[src/rtl/axi4_lite_mem_bridge.sv]
// ---------------------------------------------------------------------------
// axi4_lite_mem_bridge
//
// AXI4-lite subordinate that turns each AXI4-lite transaction into exactly one
// access on a simple request/ready word-memory port. Only one transaction is
// in flight at a time. When a read and a write compete in IDLE, the grant
// alternates between them, and a read wins first after reset.
//
// Optional feature (compile-time macro):
//   AXI_MEM_BRIDGE_ALIGN_CHECK_EN
//     Defined   : a misaligned write skips memory and answers bresp=2 (SLVERR).
//                 A misaligned read skips memory and returns rdata=0.
//     Undefined : low address bits are ignored and every access reaches memory.
//
// Parameters
//   ADDR_WIDTH  AXI byte-address width (default 32)
//   DATA_WIDTH  data width, 32 or 64 (default 32)
//
// Ports
//   aclk, aresetn              clock (rising edge) and synchronous active-low reset
//   arvalid/araddr/arready     read address channel
//   rvalid/rdata/rready        read data channel
//   awvalid/awaddr/awready     write address channel
//   wvalid/wdata/wready        write data channel
//   bvalid/bresp/bready        write response (bresp: 0=OKAY, 2=SLVERR)
//   mem_req/mem_we/mem_addr    memory request; mem_addr is a word address
//   mem_wdata/mem_rdata        memory write / read data
//   mem_ready                  the access completes in a cycle with mem_req && mem_ready
// ---------------------------------------------------------------------------
module axi4_lite_mem_bridge #(
    parameter int ADDR_WIDTH = 32,
    parameter int DATA_WIDTH = 32
) (
    input  logic                                         aclk,
    input  logic                                         aresetn,
    // read address / data
    input  logic                                         arvalid,
    input  logic [ADDR_WIDTH-1:0]                        araddr,
    output logic                                         arready,
    output logic                                         rvalid,
    output logic [DATA_WIDTH-1:0]                        rdata,
    input  logic                                         rready,
    // write address / data / response
    input  logic                                         awvalid,
    input  logic [ADDR_WIDTH-1:0]                        awaddr,
    output logic                                         awready,
    input  logic                                         wvalid,
    input  logic [DATA_WIDTH-1:0]                        wdata,
    output logic                                         wready,
    output logic                                         bvalid,
    output logic [2:0]                                   bresp,
    input  logic                                         bready,
    // memory port
    output logic                                         mem_req,
    output logic                                         mem_we,
    output logic [ADDR_WIDTH-$clog2(DATA_WIDTH/8)-1:0]   mem_addr,
    output logic [DATA_WIDTH-1:0]                        mem_wdata,
    input  logic [DATA_WIDTH-1:0]                        mem_rdata,
    input  logic                                         mem_ready
);

    localparam int BOFF = $clog2(DATA_WIDTH/8);
    localparam int MAW  = ADDR_WIDTH - BOFF;

    localparam logic [2:0] RESP_OKAY   = 3'd0;
    localparam logic [2:0] RESP_SLVERR = 3'd2;

    typedef enum logic [2:0] {
        IDLE,
        WR_COLLECT,
        MEM_RD,
        MEM_WR,
        RD_RESP,
        WR_RESP
    } state_t;

    state_t                state_reg;
    logic                  have_aw_reg;
    logic                  have_w_reg;
    logic                  last_rd_reg;
    logic                  aw_bad_reg;
    logic                  rvalid_reg;
    logic                  bvalid_reg;
    logic                  mem_req_reg;
    logic                  mem_we_reg;
    logic [DATA_WIDTH-1:0] rdata_reg;
    logic [DATA_WIDTH-1:0] mem_wdata_reg;
    logic [2:0]            bresp_reg;
    logic [MAW-1:0]        mem_addr_reg;

    // Misalignment flags for the incoming addresses.
`ifdef AXI_MEM_BRIDGE_ALIGN_CHECK_EN
    logic ar_bad;
    logic aw_bad_in;
    assign ar_bad    = |araddr[BOFF-1:0];
    assign aw_bad_in = |awaddr[BOFF-1:0];
`else
    logic ar_bad;
    logic aw_bad_in;
    logic unused_addr_lo;
    assign ar_bad         = 1'b0;
    assign aw_bad_in      = 1'b0;
    // Byte-offset bits carry no meaning without the alignment check.
    assign unused_addr_lo = ^{araddr[BOFF-1:0], awaddr[BOFF-1:0]};
`endif

    // Read wins unless the previous IDLE grant went to a read and a write
    // is also waiting; this gives strict alternation under contention.
    logic rd_sel;
    assign rd_sel = arvalid && !(last_rd_reg && (awvalid || wvalid));

    assign arready = aresetn && (state_reg == IDLE) && rd_sel;
    assign awready = aresetn && (((state_reg == IDLE) && !rd_sel) ||
                                 ((state_reg == WR_COLLECT) && !have_aw_reg));
    assign wready  = aresetn && (((state_reg == IDLE) && !rd_sel) ||
                                 ((state_reg == WR_COLLECT) && !have_w_reg));

    logic ar_hs;
    logic aw_hs;
    logic w_hs;
    assign ar_hs = arvalid && arready;
    assign aw_hs = awvalid && awready;
    assign w_hs  = wvalid  && wready;

    // Misalignment of the write being launched: the address is either
    // arriving this cycle or was captured earlier in WR_COLLECT.
    logic wr_bad;
    assign wr_bad = aw_hs ? aw_bad_in : aw_bad_reg;

    always_ff @(posedge aclk) begin
        if (!aresetn) begin
            state_reg     <= IDLE;
            have_aw_reg   <= 1'b0;
            have_w_reg    <= 1'b0;
            last_rd_reg   <= 1'b0;
            aw_bad_reg    <= 1'b0;
            rvalid_reg    <= 1'b0;
            bvalid_reg    <= 1'b0;
            mem_req_reg   <= 1'b0;
            mem_we_reg    <= 1'b0;
            rdata_reg     <= '0;
            mem_wdata_reg <= '0;
            bresp_reg     <= RESP_OKAY;
            mem_addr_reg  <= '0;
        end else begin
            case (state_reg)
                IDLE: begin
                    if (ar_hs) begin
                        last_rd_reg  <= 1'b1;
                        mem_addr_reg <= araddr[ADDR_WIDTH-1:BOFF];
                        if (ar_bad) begin
                            rdata_reg  <= '0;
                            rvalid_reg <= 1'b1;
                            state_reg  <= RD_RESP;
                        end else begin
                            mem_req_reg <= 1'b1;
                            mem_we_reg  <= 1'b0;
                            state_reg   <= MEM_RD;
                        end
                    end else if (aw_hs || w_hs) begin
                        last_rd_reg <= 1'b0;
                        if (aw_hs) begin
                            mem_addr_reg <= awaddr[ADDR_WIDTH-1:BOFF];
                            aw_bad_reg   <= aw_bad_in;
                        end
                        if (w_hs) begin
                            mem_wdata_reg <= wdata;
                        end
                        if (aw_hs && w_hs) begin
                            if (wr_bad) begin
                                bresp_reg  <= RESP_SLVERR;
                                bvalid_reg <= 1'b1;
                                state_reg  <= WR_RESP;
                            end else begin
                                mem_req_reg <= 1'b1;
                                mem_we_reg  <= 1'b1;
                                state_reg   <= MEM_WR;
                            end
                        end else begin
                            have_aw_reg <= aw_hs;
                            have_w_reg  <= w_hs;
                            state_reg   <= WR_COLLECT;
                        end
                    end
                end

                WR_COLLECT: begin
                    if (aw_hs) begin
                        mem_addr_reg <= awaddr[ADDR_WIDTH-1:BOFF];
                        aw_bad_reg   <= aw_bad_in;
                        have_aw_reg  <= 1'b1;
                    end
                    if (w_hs) begin
                        mem_wdata_reg <= wdata;
                        have_w_reg    <= 1'b1;
                    end
                    if ((have_aw_reg || aw_hs) && (have_w_reg || w_hs)) begin
                        have_aw_reg <= 1'b0;
                        have_w_reg  <= 1'b0;
                        if (wr_bad) begin
                            bresp_reg  <= RESP_SLVERR;
                            bvalid_reg <= 1'b1;
                            state_reg  <= WR_RESP;
                        end else begin
                            mem_req_reg <= 1'b1;
                            mem_we_reg  <= 1'b1;
                            state_reg   <= MEM_WR;
                        end
                    end
                end

                MEM_RD: begin
                    if (mem_ready) begin
                        rdata_reg   <= mem_rdata;
                        mem_req_reg <= 1'b0;
                        rvalid_reg  <= 1'b1;
                        state_reg   <= RD_RESP;
                    end
                end

                MEM_WR: begin
                    if (mem_ready) begin
                        mem_req_reg <= 1'b0;
                        mem_we_reg  <= 1'b0;
                        bresp_reg   <= RESP_OKAY;
                        bvalid_reg  <= 1'b1;
                        state_reg   <= WR_RESP;
                    end
                end

                RD_RESP: begin
                    if (rready) begin
                        rvalid_reg <= 1'b0;
                        state_reg  <= IDLE;
                    end
                end

                WR_RESP: begin
                    if (bready) begin
                        bvalid_reg <= 1'b0;
                        state_reg  <= IDLE;
                    end
                end

                default: begin
                    state_reg <= IDLE;
                end
            endcase
        end
    end

    assign rvalid    = rvalid_reg;
    assign rdata     = rdata_reg;
    assign bvalid    = bvalid_reg;
    assign bresp     = bresp_reg;
    assign mem_req   = mem_req_reg;
    assign mem_we    = mem_we_reg;
    assign mem_addr  = mem_addr_reg;
    assign mem_wdata = mem_wdata_reg;

endmodule

[config.mk]
export PLATFORM = sky130hd
export DESIGN_NAME = axi4_lite_mem_bridge
export DESIGN_NICKNAME = d
export VERILOG_FILES = /design/src/rtl/axi4_lite_mem_bridge.sv
export SDC_FILE = /design/constraint.sdc
export NUM_CORES = 1
export LEC_CHECK = 0
export ABC_AREA = 0
export CAP_MARGIN = 20
export CORE_MARGIN = 2
export CORE_UTILIZATION = 51
export CTS_CLUSTER_SIZE = 16
export DETAILED_ROUTE_END_ITERATION = 6
export DONT_BUFFER_PORTS = 1
export PLACE_DENSITY_LB_ADDON = 0.12
export SETUP_SLACK_MARGIN = 0.15
export SYNTH_ARGS = -nofsm -noshare
export SYNTH_HDL_FRONTEND = slang
export SYNTH_SLANG_ARGS = --single-unit
[constraint.sdc]
create_clock -name aclk -period 2.51 [get_ports aclk]
set_input_delay 0.1255 -clock aclk [delete_from_list [all_inputs] [get_ports aclk]]
set_output_delay 0.1255 -clock aclk [all_outputs]
set_load 0.1 [all_outputs]
# Word-level counts from Yosys, hierarchy flattened
# Cells that the tools add are included.
# W data, S select, Z words.
# word_totals
reg_bits	108
input_bits	136
word_cells	142
# op_classes
eq_ne	19
n_mux	66
n_reduce_logical	44
# op_table
operator	count
$mux W32	3
$mux W30	3
$pmux W32 S2	1
$pmux W30 S2	1
$mux W3	15
$mux W1	34
$reduce_and A5 Y1	4
$pmux W3 S6	1
$logic_and A1 B1 Y1	14
$ne A2 B2 Y1 const B	6
$ne A3 B2 Y1 const B	4
$reduce_and A6 Y1	2
$pmux W3 S3	1
$ne A2 B1 Y1 const B	4
$pmux W1 S2	4
$reduce_and A7 Y1	1
$eq A3 B2 Y1 const B	2
$eq A3 B3 Y1 const B	2
$logic_or A1 B1 Y1	6
$pmux W1 S3	2
$reduce_and A2 Y1	3
$reduce_and A3 Y1	2
$reduce_bool A2 Y1	3
$reduce_bool A3 Y1	2
other kinds (6)	9

# Longest topological paths before layout
# Gate-level depths: netlist (run 1).
# depth
depth_word	15
ltp_mapped	8
depth_no_buf	6

# Worst setup path after synthesis (run 1)
# OpenSTA, ideal clock, no wires.
# synth_path
path_type	register -> output
from	register state_reg[0]
to	output port awready
arrival_time_ps	3024
required_ps	2385
slack_ps	-640
path_stages_with_launch	4
path_buffers	2
cell_sequence	dfxtp_1 -> clkbuf_1 -> buf_1 -> a211oi_1
# synth_between
elab_chain_cells	4
word_cells_on_any_way	6
cone_classes	eq/ne (1); reduce/logical (5)
# synth_rtl
element	line_no	source
start: declaration	77	state_t state_reg;
start signal: assignment	132	state_reg <= IDLE;
start signal: assignment	154	state_reg <= RD_RESP;
start signal: assignment	158	state_reg <= MEM_RD;
$eq A3 B1 Y1 or $logic_not A3 Y1 (tied branches)	114, 113	
$logic_and A1 B1 Y1, on equally long branches	114, 113	
$logic_or A1 B1 Y1 *	113	assign awready = aresetn && (((state_reg == IDLE) && !rd_sel) ||
$logic_and A1 B1 Y1 *	113	
end: declaration	46	output logic awready,
# Mark *: on every way between the ends. The rest lies on a longest branch, timed or not.

# Worst setup path in the final report (run 1)
# layout_path
from	register state_reg[0]
to	register mem_wdata_reg[8] (netlist: mem_wdata[8])
# layout_between
elab_chain_cells	9
word_cells_on_any_way	23
cone_classes	eq/ne (3); mux (4); reduce/logical (16)
# layout_rtl
element	line_no	source
$eq A3 B1 Y1 or $logic_not A3 Y1 (tied branches)	n/a	
$logic_and A1 B1 Y1, on equally long branches	116, 113, 115	
$logic_or A1 B1 Y1	115	assign wready = aresetn && (((state_reg == IDLE) && !rd_sel) ||
$logic_and A1 B1 Y1	115	
$logic_and A1 B1 Y1	123	assign w_hs = wvalid && wready;
$mux W32 (3 in series)	n/a	
$pmux W32 S2	146	case (state_reg)
end signal: assignment	167	mem_wdata_reg <= wdata;
end signal: assignment	194	mem_wdata_reg <= wdata;
end: declaration	87	logic [DATA_WIDTH-1:0] mem_wdata_reg;
# Several ways; a longest one is shown, not always the timed one. The select of a mux whose other input is x is not followed.
# A chain may end at the register's enable or synchronous reset.

==> summary.txt, run 1 <==
STA
  – RSZ-0062 raised after global routing: true
  – Worst clock skew: 0.00984 ns
  – Final period util: 88.9%
  – # setup viols final: 0
  – Minimum clock period: approximately 2.2 ns
  – Final Hold Fails: 0
  – Max Fclk: ~450 MHz
  – Worst hold margin: 0.0197 ns
  – Max Slew Vio Count: 0

Global route
  – First-pass GRT wire length: roughly 20000 microns
  – Antenna violations before repair: 0
  – All-Layer GR Usage: ~25%
  – Remaining global-route overflow: 0
  – Vias in the first global route: about 4300
  – Maximum number of pins on one net before global-route repair: 106

Critical path
  – CP startpoint kind: register
  – Nature of the critical path endpoint: register
  – CP max FO: 12
  – Worst EP required: 2.82 ns
  – Critical path arrival: approximately 2.5 ns
  – Critical path type: register to register

Clock tree
  – # H-tree levels: 3
  – Cts bufs inserted: 9
  – Clk_lat worst skew: 0.36 ns
  – CTS tree: done
  – Root buffer selected by CTS: clkbuf_8
  – Deepest clock path buffer count: 2
  – Sink Count: 106
  – Clk slew on worst S/H paths: around 0.1 ns

Logic synthesis
  – Most instantiated library cell after synthesis: nand2_1
  – Synth unique cells: between 40 and 50
  – Asr flop ratio synth: 0%
  – Ranking of synthesized cells by area: dfxtp_1 (46%), nand2_1 (14%), o211a_1 (6.8%), mux2i_1 (6.5%), a21boi_0 (5.9%)
  – Top-area cell type share of the netlist area: a little under half
  – Cells after Synth: 530
  – Register area share after synthesis: ~46%
  – Yosys warns: 0
  – Synth Flop Type: dfxtp_1
  – Cell taking the most area after synthesis: dfxtp_1
  – Post-synth EDFFs: 0
  – Average size of a mapped cell: 8.65 sq um
  – FF+latch count, synth: between 100 and 150
  – Synthesized cell area: between 4000 and 5000 sq um
  – Synth cell count leaders: nand2_1 (173), dfxtp_1 (106), a21boi_0 (36)

Routing
  – DR iter-0 viols: ~220
  – Max layer used: met4
  – DR vias/cell: about 5.3
  – Metal3 WL: between 900 and 1000 microns
  – ANT nets after route: 0
  – Drt wl/cell: between 15 and 20 microns
  – Final WL: approximately 13000 microns
  – DRC: 0
  – Pre-antenna DRT Iters: 4
  – Via count: around 4400
  – Met2 WL: ~6500 microns
  – Met1 WL: between 5000 and 6000 microns

Floorplanning
  – I/O pin total: between 200 and 250
  – Die height: roughly 99 microns
  – Core area: around 8700 sq um
  – Die footprint: slightly below 10000 sq um
  – FP Rows: 34
  – Overall die width: 98.8 microns
  – Initial Utilization: a little over half

Finish
  – Area grow syn2layout: 46.0%
  – Final core utilization: slightly below 80%
  – N_diodes: 0
  – Share of post-route cells with drive strength above 1: between 20% and 30%
  – Final net count: 851

Placement
  – PortBufs: 0
  – Detailed placement HPWL: approximately 7700 microns
  – GPL Wtd Cong: around 0.84

Flow run
  – Max_cap viols: 0

Pwr
  – Max IR drop VDD: between 600 and 700 uV
  – Lkg Pwr: 3.20 nW
  – Power Density: ~1100 nW/um^2

Hold path
  – Hold/Removal Path Class: input port to register

Status
  – Outcome: finished, final reports clean
==> power by group <==
part | internal [mW] | total [mW] | switching, mW | leakage [nW]
logic | 1.03 | 4.00 | 2.96 | 2.23
registers | 1.96 | 2.10 | 0.139 | 0.864
clock network | 0.501 | 1.09 | 0.590 | 0.105
total | 3.50 | 7.19 | 3.69 | 3.20
==> logic make-up (layout without fill, tap and decap cells) <==
kind of cell	Yosys count	after routing	share of synthesized area [%]
simple gates	210	210	18.9
other cells	1	2	0.0818
buf+inv	46	235	4.53
mux	30	30	6.55
flops	106	106	46.3
compound gates	137	137	23.7
==> per-stage QoR <==
stage / instances / setup TNS, ns / power (mW) / area (sq um) / setup WS [ns]
after global placement: 710 / 0 / 5.86 / 5450 / 0.474
after global routing: 828 / 0 / 7.53 / 6700 / 0.127
after floorplan: 531 / -1.28 / 5.20 / 4590 / -0.640
after detailed placement: 710 / 0 / 5.92 / 5450 / 0.421
after CTS: 824 / 0 / 7.17 / 6660 / 0.178
final: 828 / 0 / 7.19 / 6700 / 0.278
==> timing repair <==
item / 4_1_cts / 5_1_grt
hold endpoints to repair: 105 / 0
endpoints found under the setup margin: 0 / 2
hold buffers: 98 / 0
buffers inserted: 0 / 4
gates resized for setup: 0 / 2
==> final cells by class <==
cell class | count | area (sq um)
clock buffer | 10 | 138
clock inverter | 6 | 71.3
fill | 590 | 2020
inverter | 3 | 11.3
multi-input combinational | 379 | 2310
sequential | 106 | 2120
tap | 108 | 135
timing repair buffer | 216 | 1910
==> path summary, 6_finish.rpt <==
check	startpoint	end	slack (ns)	depth (start not counted)
worst max-delay path	state_reg[0]$_SDFFE_PN0P_	mem_wdata[8]$_SDFFE_PN0P_	0.28	5
worst min-delay path	awaddr[6]	mem_addr[4]$_SDFFE_PN0P_	0.02	3
worst max register to register	state_reg[0]$_SDFFE_PN0P_	mem_wdata[8]$_SDFFE_PN0P_	0.28	5
worst min register to register	mem_wdata[28]$_SDFFE_PN0P_	mem_wdata[28]$_SDFFE_PN0P_	0.46	2
==> worst max-delay path: stages (launching register included) <==
cell and delay [ns]:
dfxtp_1 0.61, buf_4 0.30, a211o_1 0.39, nand2_1 0.11, a21boi_1 0.18, dlygate4sd3_1 0.58
==> layout by cell type (no fill, tap or decap), drive strengths merged, types with 2 or more instances in the layout <==
cell type,instances
a211o,2
a211oi,3
a21boi,66
a21oi,11
and3,3
buf,119
clkbuf,10
conb,2
dfxtp,106
dlygate4sd3,97
inv,6
mux2i,30
nand2,173
nand2b,4
nand3,6
nand3b,2
nand4b,2
nor2,10
nor3,3
o211a,31
o21a,3
o21ai,10
o311ai,2
==> routing by layer <==
metal / up-vias / GRT usage [%]
met5: - / 0
met4: 0 / 9.27
met3: 21 / 7.59
met2: 162 / 45.3
met1: 2014 / 28.3
li1: 2171 / -
(Power assumes the default switching activity.)
==> inputs of run 2 (changes only) <==
Settings changed: ABC_AREA 0 to 1.
==> run 2 against run 1 <==
Against the previous run:
- clock-buffer cell count stayed put
- critical path depth is 4 higher
- synthesized area is 5.0% lower
- power is 4.7% higher
- synthesized cell count is 13% higher
- combinational power is 6.3% higher
- first-iteration DRC count is 8.5% higher
- register-to-register slack better by 0.05 ns
- clock power is 6% higher
- flip-flop and latch count stayed put
- die area is 4.8% lower
- wire length is 17% higher
- critical path type unchanged
- largest power group unchanged
==> summary.txt, run 2 <==
Finish
  – Fin cells: 921 (+11%)
  – Final net count: 947 (+11%)
  – N_diodes: 0 (unchanged)
  – Share of post-route cells with drive strength above 1: 19.0% (-1.3 points)
  – Area grow syn2layout: 52.6%
  – Layout fillers: 528 (-11%)
  – Most frequent cells in the layout: nand2_1 (134), dlygate4sd3_1 (124), nor2_1 (119), buf_4 (112), dfxtp_1 (106)
  – Commonest non-fill, non-tap cell in the layout: nand2_1

Routing
  – DR vias/cell: 5.33 (+0.98%)
  – Via count: 4906 (+12%)
  – DRC: 0 (unchanged)
  – ANT nets after route: 0 (unchanged)
  – Pre-antenna DRT Iters: 5 (+1)
  – DR iter-0 viols: 243 (+8.5%)
  – Drt wl/cell: 16.2 microns (+5.1%)
  – Final WL: 14900 microns (+17%)

Logic synthesis
  – Synthesized cell area: 4360 sq um (-5.0%)
  – Largest family of logic cells by synthesized area: simple AND/OR/NAND/NOR gates
  – Simple-Gate Fraction of Synth Area: 26.8% (+7.8 points)
  – Multiplexer area fraction after synthesis: 0% (-6.5 points)
  – Post-synth EDFFs: 0 (unchanged)
  – Ranking of synthesized cells by area: dfxtp_1 (49%), nand2_1 (12%), nor2_1 (10%), a21oi_1 (7.6%), a211oi_1 (5.2%)
  – XOR/XNOR Fraction of Synth Area: 0% (unchanged)
  – Average size of a mapped cell: 7.27 sq um (-16%)
  – FF+latch count, synth: 106 (unchanged)
  – Synth unique cells: 22 (-53%)
  – Compound-gate portion of the synthesized area: 17.7% (-5.9 points)
  – Synth Flop Type: dfxtp_1
  – Cells after Synth: 600 (+13%)
  – Synth cell count leaders: nand2_1 (134), nor2_1 (120), dfxtp_1 (106)
  – Top-area cell type share of the netlist area: 48.7% (+2.4 points)
  – Yosys warns: 0 (unchanged)
  – Most instantiated library cell after synthesis: nand2_1
  – Synth Area in Adders: 0% (unchanged)
  – Cell taking the most area after synthesis: dfxtp_1
  – Asr flop ratio synth: 0% (unchanged)
  – Register area share after synthesis: 48.7% (+2.4 points)

Critical path
  – Critical path arrival: 2.49 ns (-0.05 ns)
  – Critical path type: register to register
  – CP startpoint kind: register
  – Worst EP required: 2.82 ns (about the same)
  – CP max FO: 9 (-3)
  – Nature of the critical path endpoint: register

Clock tree
  – Deepest clock path buffer count: 2 (unchanged)
  – Clk_lat worst skew: 0.36 ns (about the same)
  – Cts bufs inserted: 9 (unchanged)
  – CTS tree: done
  – # H-tree levels: 3 (unchanged)
  – Root buffer selected by CTS: clkbuf_8
  – Clk slew on worst S/H paths: 0.10 ns (about the same)
  – Sink Count: 106 (unchanged)

Placement
  – Detailed placement HPWL: 8160 microns (+5.4%)
  – GPL Wtd Cong: 0.829 (-1.3%)
  – Post-place setup slack: 0.525 ns (+0.104 ns)
  – PortBufs: 0 (unchanged)
  – Dpl cells: 779 (+9.7%)

Floorplanning
  – I/O pin total: 240 (unchanged)
  – Die footprint: 9300 sq um (-4.8%)
  – FP Rows: 33 (-2.9%)
  – Overall die width: 96.5 microns (-2.4%)
  – Core area: 8260 sq um (-5.3%)
  – Die height: 96.5 microns (-2.4%)
  – Initial Utilization: 52.8% (+0.19 points)

Pwr
  – Power Density: 1130 nW/um^2 (+5.4%)
  – Sw frac: 53.3% (+2.0 points)
  – Int Pwr: 3.51 mW (+0.39%)
  – Seq pwr share: 28.2% (-1.0 points)
  – Net switching power: 4.01 mW (+8.7%)
  – Post-route total power: 7.53 mW (+4.7%)
  – Clock group share of total power: 15.4% (+0.2 points)
  – Logic pwr share: 56.4% (+0.8 points)
  – Lkg Pwr: 2.97 nW (-7.4%)
  – Max IR drop VDD: 743 uV (+16%)

Global route
  – First-pass GRT wire length: 22800 microns (+12%)
  – Remaining global-route overflow: 0 (unchanged)
  – Maximum number of pins on one net before global-route repair: 42 (-60%)
  – Vias in the first global route: 4856 (+12%)
  – Antenna violations before repair: 0 (unchanged)
  – All-Layer GR Usage: 31.6% (+6.3 points)

STA
  – Max Fclk: 458 MHz (+2.3%)
  – Setup TNS: 0 ns (unchanged)
  – Final worst slack: 0.328 ns (+0.0499 ns)
  – Final period util: 86.9% (-2.0 points)
  – Worst clock skew: 0.00749 ns (-0.00235 ns)
  – Minimum clock period: 2.18 ns (-0.0499 ns)
  – # setup viols final: 0 (unchanged)
  – RSZ-0062 raised after global routing: false
  – Max Slew Vio Count: 0 (unchanged)
  – Worst hold margin: 0.0473 ns (+0.0276 ns)
  – Final Hold Fails: 0 (unchanged)

Status
  – Outcome: finished, final reports clean

Hold path
  – Hold/Removal Path Class: input port to register

Flow run
  – Max_cap viols: 0 (unchanged)
==> run 2: changes by cell type in the layout (fill, tap and decap cells not counted), sizes merged, moves of 30 or more <==
| cell | change |
|---|---|
| nand2 | -30 |
| a21boi | -66 |
| mux2i | -30 |
| nor2 | +115 |
| o21ai | +32 |
| a21oi | +55 |
| o211a | -31 |
==> run 2: worst max-delay path, cell delays in order, from the launching register on <==
cell and delay [ns]:
dfxtp_1 0.48, nand2_2 0.10, nor2_2 0.21, nand2_2 0.09, nand2_2 0.10, nand3_4 0.13, inv_2 0.13, nand2_1 0.06
a211oi_1 0.24, dlygate4sd3_1 0.59
==> run 2: logic make-up after synthesis <==
group / count (synthesis)
AOI/OAI and AO/OA: 139
buffers and inverters: 71
DFF: 106
other: 1
and+or+nand+nor: 283
==> run 2: cell type report <==
type | instances | area (sq um) | area share (%)
clock buffer | 10 | 128 | 1.92
clock inverter | 6 | 90.1 | 1.35
inverter | 33 | 126 | 1.90
multi-input combinational | 424 | 1950 | 29.4
sequential | 106 | 2120 | 31.9
tap | 105 | 131 | 1.97
timing repair buffer | 237 | 2100 | 31.6
==> run 2: metrics by stage <==
stage / util, % / cell area [sq um]
detailed placement: 62.5 / 5160
global placement: 62.5 / 5160
CTS: 80.4 / 6640
floorplan: - / 4360
global route: 80.6 / 6650
finish: 80.6 / 6650
==> run 2: routing by layer <==
layer,part of all wire (%),vias up,global-route usage [%]
li1,-,2353,-
met1,36,2274,32.0
met2,51,226,57.2
met3,8.5,53,10.2
met4,4.0,0,17.3
met5,0,-,0
==> run 2: repair_timing <==
action / in CTS / in global routing
endpoints found under the hold margin: 103 / 0
endpoints found under the setup margin: 0 / 2
setup buffers: 0 / 1
hold buffers: 125 / 0
resized for setup: 0 / 3
==> run 2: final timing paths <==
| kind | from | slack [ns] | endpoint | cells past startpoint |
|---|---|---|---|---|
| worst max-delay path | state_reg[0]$_SDFFE_PN0P_ | 0.33 | mem_addr[24]$_SDFFE_PN0P_ | 9 |
| worst min register to register | last_rd_reg$_SDFFE_PN0P_ | 0.48 | last_rd_reg$_SDFFE_PN0P_ | 2 |
| worst min-delay path | rready | 0.05 | rvalid$_SDFFE_PN0P_ | 3 |
| worst max register to register | state_reg[0]$_SDFFE_PN0P_ | 0.33 | mem_addr[24]$_SDFFE_PN0P_ | 9 |
==> run 2: power by group through the flow <==
stage / Clock (mW) / Sequential (mW) / Combinational (mW)
floorplan: 0 / 4.19 / 1.21
global placement: 0 / 2.13 / 3.93
detailed placement: 0 / 2.14 / 3.98
CTS: 1.17 / 2.10 / 4.16
global route: 1.24 / 2.14 / 4.48
finish: 1.16 / 2.12 / 4.25
